[config.mk]
export PLATFORM = sky130hd
export DESIGN_NAME = regfile_write_arbiter
export DESIGN_NICKNAME = d
export VERILOG_FILES = /design/src/rtl/cpu_defs.sv /design/src/rtl/wb_result_fifo.sv /design/src/rtl/regfile_write_arbiter.sv
export SDC_FILE = /design/constraint.sdc
export NUM_CORES = 1
export LEC_CHECK = 0
export ABC_AREA = 1
export CORE_ASPECT_RATIO = 1.1
export CORE_MARGIN = 4
export CORE_UTILIZATION = 45
export CTS_CLUSTER_SIZE = 40
export DETAILED_ROUTE_END_ITERATION = 8
export DONT_BUFFER_PORTS = 1
export PLACE_DENSITY_LB_ADDON = 0.2
export RECOVER_POWER = 50
export SYNTH_ARGS = -nofsm -noshare
export SYNTH_HDL_FRONTEND = slang
export SYNTH_HIERARCHICAL = 1
export SYNTH_SLANG_ARGS = --single-unit
[constraint.sdc]
create_clock -name clk -period 3.3 [get_ports clk]
set_clock_uncertainty 0.2 [all_clocks]
set_input_delay 0.495 -clock clk [delete_from_list [all_inputs] [get_ports clk]]
set_output_delay 0.495 -clock clk [all_outputs]
set_load 0.01 [all_outputs]
[src/rtl/cpu_defs.sv]
// Shared register-file definitions for the write-side front end.
// Widths here are the defaults of the arbiter parameters.
package cpu_defs;

    localparam int unsigned NUM_REGS   = 32;
    localparam int unsigned REG_ADDR_W = 5;
    localparam int unsigned REG_DATA_W = 32;

    localparam logic [REG_ADDR_W-1:0] ZERO_REG = '0;

    typedef struct packed {
        logic [REG_ADDR_W-1:0] addr;
        logic [REG_DATA_W-1:0] data;
    } fifo_entry_t;

endpackage

[src/rtl/wb_result_fifo.sv]
// Synchronous circular FIFO buffering long-latency results ahead of the write port.
// Depth must be a power of two so the pointers wrap naturally.
module wb_result_fifo #(
    parameter int unsigned Width = 37,
    parameter int unsigned Depth = 2
) (
    input  logic                       clk,
    input  logic                       rst,
    input  logic                       push,
    input  logic [Width-1:0]           wdata,
    input  logic                       pop,
    output logic [Width-1:0]           rdata,
    output logic                       full,
    output logic                       empty,
    output logic [$clog2(Depth+1)-1:0] count
);

    localparam int unsigned PtrW = $clog2(Depth);
    localparam int unsigned CntW = $clog2(Depth + 1);

    logic [Width-1:0] mem_q [Depth];
    logic [PtrW-1:0]  wptr_q;
    logic [PtrW-1:0]  rptr_q;
    logic [CntW-1:0]  count_q;
    logic             do_push;
    logic             do_pop;

    assign full    = (count_q == CntW'(Depth));
    assign empty   = (count_q == '0);
    assign do_push = push && !full;
    assign do_pop  = pop && !empty;
    assign rdata   = mem_q[rptr_q];
    assign count   = count_q;

    always_ff @(posedge clk) begin
        if (rst) begin
            wptr_q  <= '0;
            rptr_q  <= '0;
            count_q <= '0;
        end else begin
            if (do_push) wptr_q <= wptr_q + PtrW'(1);
            if (do_pop)  rptr_q <= rptr_q + PtrW'(1);
            if (do_push && !do_pop) begin
                count_q <= count_q + CntW'(1);
            end else if (!do_push && do_pop) begin
                count_q <= count_q - CntW'(1);
            end
        end
    end

    // Storage needs no reset: entries are only visible through count.
    always_ff @(posedge clk) begin
        if (do_push) mem_q[wptr_q] <= wdata;
    end

endmodule

[src/rtl/regfile_write_arbiter.sv]
// Merges pipeline write-back and buffered long-latency results onto the single
// register-file write port; tracks outstanding long-latency destinations.
module regfile_write_arbiter
    import cpu_defs::*;
#(
    parameter int unsigned width       = REG_DATA_W,
    parameter int unsigned AddrWidth   = REG_ADDR_W,
    parameter int unsigned num         = NUM_REGS,
    parameter int unsigned FifoDepth   = 2,
    parameter int unsigned StarveLimit = 4
) (
    input  logic                 clk,
    input  logic                 rst,
    input  logic                 pipe_wen,
    input  logic [AddrWidth-1:0] pipe_waddr,
    input  logic [width-1:0]     pipe_wdata,
    input  logic                 lu_issue,
    input  logic [AddrWidth-1:0] lu_issue_addr,
    input  logic                 lu_valid,
    output logic                 lu_ready,
    input  logic [AddrWidth-1:0] lu_waddr,
    input  logic [width-1:0]     lu_wdata,
    output logic                 RegWrite,
    output logic [AddrWidth-1:0] Write_register,
    output logic [width-1:0]     Write_data,
    output logic [num-1:0]       busy_mask,
    output logic                 wb_stall
);

    localparam int unsigned EntryW = AddrWidth + width;
    localparam int unsigned CntW   = $clog2(FifoDepth + 1);
    localparam int unsigned StW    = $clog2(StarveLimit + 1);
    localparam logic [AddrWidth-1:0] Zero = AddrWidth'(ZERO_REG);

    logic              fifo_push;
    logic              fifo_pop;
    logic              fifo_full;
    logic              fifo_empty;
    logic [CntW-1:0]   fifo_count;
    logic [EntryW-1:0] fifo_head;
    logic              pipe_write;

    logic                 reg_write_q, reg_write_d;
    logic [AddrWidth-1:0] wreg_q, wreg_d;
    logic [width-1:0]     wdata_q, wdata_d;
    logic                 from_fifo_q, from_fifo_d;
    logic [num-1:0]       busy_q, busy_d;
    logic [StW-1:0]       starve_q, starve_d;
    logic                 stall_q, stall_d;

    assign lu_ready   = (fifo_count != CntW'(FifoDepth));
    assign pipe_write = pipe_wen && (pipe_waddr != Zero);
    // Writes to x0 complete the handshake but are dropped.
    assign fifo_push  = lu_valid && lu_ready && (lu_waddr != Zero);
    assign fifo_pop   = !pipe_write && !fifo_empty;

    wb_result_fifo #(
        .Width (EntryW),
        .Depth (FifoDepth)
    ) u_fifo (
        .clk   (clk),
        .rst   (rst),
        .push  (fifo_push),
        .wdata ({lu_waddr, lu_wdata}),
        .pop   (fifo_pop),
        .rdata (fifo_head),
        .full  (fifo_full),
        .empty (fifo_empty),
        .count (fifo_count)
    );

    always_comb begin
        reg_write_d = 1'b0;
        from_fifo_d = 1'b0;
        wreg_d      = wreg_q;
        wdata_d     = wdata_q;
        if (pipe_write) begin
            reg_write_d = 1'b1;
            wreg_d      = pipe_waddr;
            wdata_d     = pipe_wdata;
        end else if (fifo_pop) begin
            reg_write_d = 1'b1;
            from_fifo_d = 1'b1;
            wreg_d      = fifo_head[EntryW-1:width];
            wdata_d     = fifo_head[width-1:0];
        end
    end

    // Clear follows the registered write; a same-edge issue to that register wins.
    always_comb begin
        busy_d = busy_q;
        if (reg_write_q && from_fifo_q) busy_d[wreg_q] = 1'b0;
        if (lu_issue && (lu_issue_addr != Zero)) busy_d[lu_issue_addr] = 1'b1;
    end

    always_comb begin
        starve_d = '0;
        stall_d  = 1'b0;
        if (fifo_full && pipe_wen) begin
            if (starve_q == StW'(StarveLimit - 1)) begin
                stall_d = 1'b1;
            end else begin
                starve_d = starve_q + StW'(1);
            end
        end
    end

    always_ff @(posedge clk) begin
        if (rst) begin
            reg_write_q <= 1'b0;
            from_fifo_q <= 1'b0;
            wreg_q      <= '0;
            wdata_q     <= '0;
            busy_q      <= '0;
            starve_q    <= '0;
            stall_q     <= 1'b0;
        end else begin
            reg_write_q <= reg_write_d;
            from_fifo_q <= from_fifo_d;
            wreg_q      <= wreg_d;
            wdata_q     <= wdata_d;
            busy_q      <= busy_d;
            starve_q    <= starve_d;
            stall_q     <= stall_d;
        end
    end

    assign RegWrite       = reg_write_q;
    assign Write_register = wreg_q;
    assign Write_data     = wdata_q;
    assign busy_mask      = busy_q;
    assign wb_stall       = stall_q;

    a_no_wb_during_stall: assert property (@(posedge clk) disable iff (rst)
        wb_stall |-> !pipe_wen);

endmodule

==> metrics.txt <==
status=finished, final reports clean; vias per cell=5.14; Setup Buffers After CTS=0; final net count=814; Clock Tree Buf Depth=2; vias in the first global route=4758; cell depth of the worst flop-to-flop path=7; fmax=0.458 GHz; CTS resizes=0; Fill cells=1315; CTS root buf=clkbuf_16; core area=14600 um^2; die height=136 um; GR Util All Layers=19.0%; Lkg Pwr=0.00314 uW; Worst Setup SP=u_fifo/count[0]; layout cells sized above 1=11.5%; Post-Syn Instances=697; DRT iter0 DRCs=396; # setup viols final=0; most common cell after layout, fill and taps aside=nand2_1; Yosys reg bits=154; num rows=46; Worst-path clk slew=0.06 ns; vias=4790; antenna viol nets, final=0; final RePlAce weighted congestion=0.853; # diodes=0; worst min path class=input port to flip-flop; mapped cell area=6720 um^2; H-tree Lvls=4; Crit Path Category=flip-flop to flip-flop; clock sink total=154; clock buffer count from CTS=17; number of different library cells in the post-synthesis netlist=28; slack of the worst reg-to-reg path=1.12 ns; WL final=16000 um; pin count of the biggest net entering global routing=67; Final Hold Vio Count=0; Final Core Density=53.6%; drc violations=0; kind of end point of the critical path=flip-flop; remaining global-route overflow=0; Critical Path RT=3.22 ns; Slew Limit Headroom=51.5%; dpl hpwl=11100 um; Synth Net Count=784; total negative setup slack=0 ns; worst r2r src=u_fifo/count[0]; I/O Buffers=0; Mapped Avg Cell Area=9.64 um^2; most frequent cells in the layout=nand2_1, nand3_1, inv_1, dfxtp_1, edfxtp_1; Clock Latency Late Sink=0.42 ns; max-slew violation count=0; Die Width=125 um; Pre-Repair DR Iteration Count=5; Die ar.=17000 um^2; post-layout min period=2.18 ns; CTS tree=yes; RSZ-0062 raised after global routing=false; synth-to-layout area growth=16.2%; synth warn=6; R2R Path End=u_fifo/mem_q[1][5]; CP Max Fanout=24; starting density of the core=46.2%; Setup crit start kind=flip-flop; final worst-path cycle share=66.2%; pwr dens=741 nW/um^2; initial antenna violation count=0; wire length per cell=17.2 um; slew at the pin closest to its max-slew limit=0.728 ns; hold buffer count at cts=38; crit path to=u_fifo/mem_q[1][5]; Seq/Total Area, Yosys=56.9%; Worst EP arrival=2.10 ns; Peak VDD IR=0.483 mV; # IOs=156; first-pass GRT wire length=25200 um; maxcap violations=0
-- worst min path at each step --
stage | startpoint | to | cells past startpoint
global placement | starve_q[0] | starve_q[0] | 1
CTS | pipe_wen | wb_stall | 2
floorplan | starve_q[0] | starve_q[0] | 1
finish | pipe_wen | wb_stall | 2
global route | pipe_wen | wb_stall | 2
detailed placement | starve_q[0] | starve_q[0] | 1
-- cell type report --
class	instances	area [um^2]	share of cell area [%]
tap	192	240	3.08
multi-input combinational	419	2330	29.9
timing repair buffer	44	480	6.15
sequential	154	3820	49.0
clock buffer	21	440	5.64
clock inverter	11	146	1.87
inverter	91	342	4.37
-- synthesized netlist by cell type, drive strengths merged --
cell | count | share of area (%)
nand3 | 92 | 6.9
o21ai | 37 | 2.9
dfxtp | 80 | 24
edfxtp | 74 | 33
inv | 91 | 5.1
nor2 | 48 | 2.8
mux2 | 37 | 7.9
buf | 23 | 3.0
nand2 | 125 | 7.1
a21oi | 61 | 4.5
clkbuf | 10 | 0.56
nor3 | 13 | 1.5
and2 | 1 | 0.093
ha | 3 | 0.56
nand4 | 2 | 0.19
-- routing by layer --
layer | share of wire (%) | global-route usage (%) | vias up
met4 | 2.6 | 9.44 | 0
met3 | 8.3 | 7.70 | 32
met1 | 41 | 21.9 | 2185
met2 | 48 | 30.7 | 187
li1 | - | - | 2386
met5 | 0 | 0 | -
-- kinds of logic (layout without fill, tap and decap cells) --
logic type | count (synthesis) | in the layout | share of synthesized area, %
AO/OA/AOI/OAI | 98 | 98 | 7.41
buffers and inverters | 124 | 167 | 8.60
adder cells (fa/ha/maj) | 3 | 3 | 0.559
multiplexers | 37 | 37 | 7.87
AND/OR/NAND/NOR | 281 | 281 | 18.7
flip-flops | 154 | 154 | 56.9
-- metrics by stage --
stage	worst slack [ns]	power [uW]	hold WS, ns	instances	cell area [um^2]
3_3_place_gp	1.09	3810	0.207	862	6830
3_5_place_dp	1.02	3850	0.233	862	6830
5_1_grt	0.948	6120	0.0588	932	7810
2_1_floorplan	0.276	3570	0.199	697	6720
6_report	1.12	5790	0.0604	932	7810
4_1_cts	1.10	5840	0.0250	932	7820
-- registers in the layout (all words and copies together) (netlist names), named ones only --
register / flops
u_fifo/wptr_q: 1
busy_mask: 32
Write_register: 5
u_fifo/count: 2
wb_stall: 1
RegWrite: 1
u_fifo/mem_q: 74
Write_data: 32
u_fifo/rptr_q: 1
starve_q: 3
from_fifo_q: 1
-- critical path, stage by stage, from the launching register on --
cell     delay (ns)
dfxtp_1        0.52
inv_1          0.08
nand2_1        0.16
nand3_1        0.09
inv_1          0.07
o21ai_2        0.10
nor2_4         0.40
buf_12         0.25
-- report_power, final --
part	internal (uW)	switching [uW]
combinational	529	784
sequential	2320	217
clock	1190	747
No activity file was read; power rests on OpenSTA's default activity.
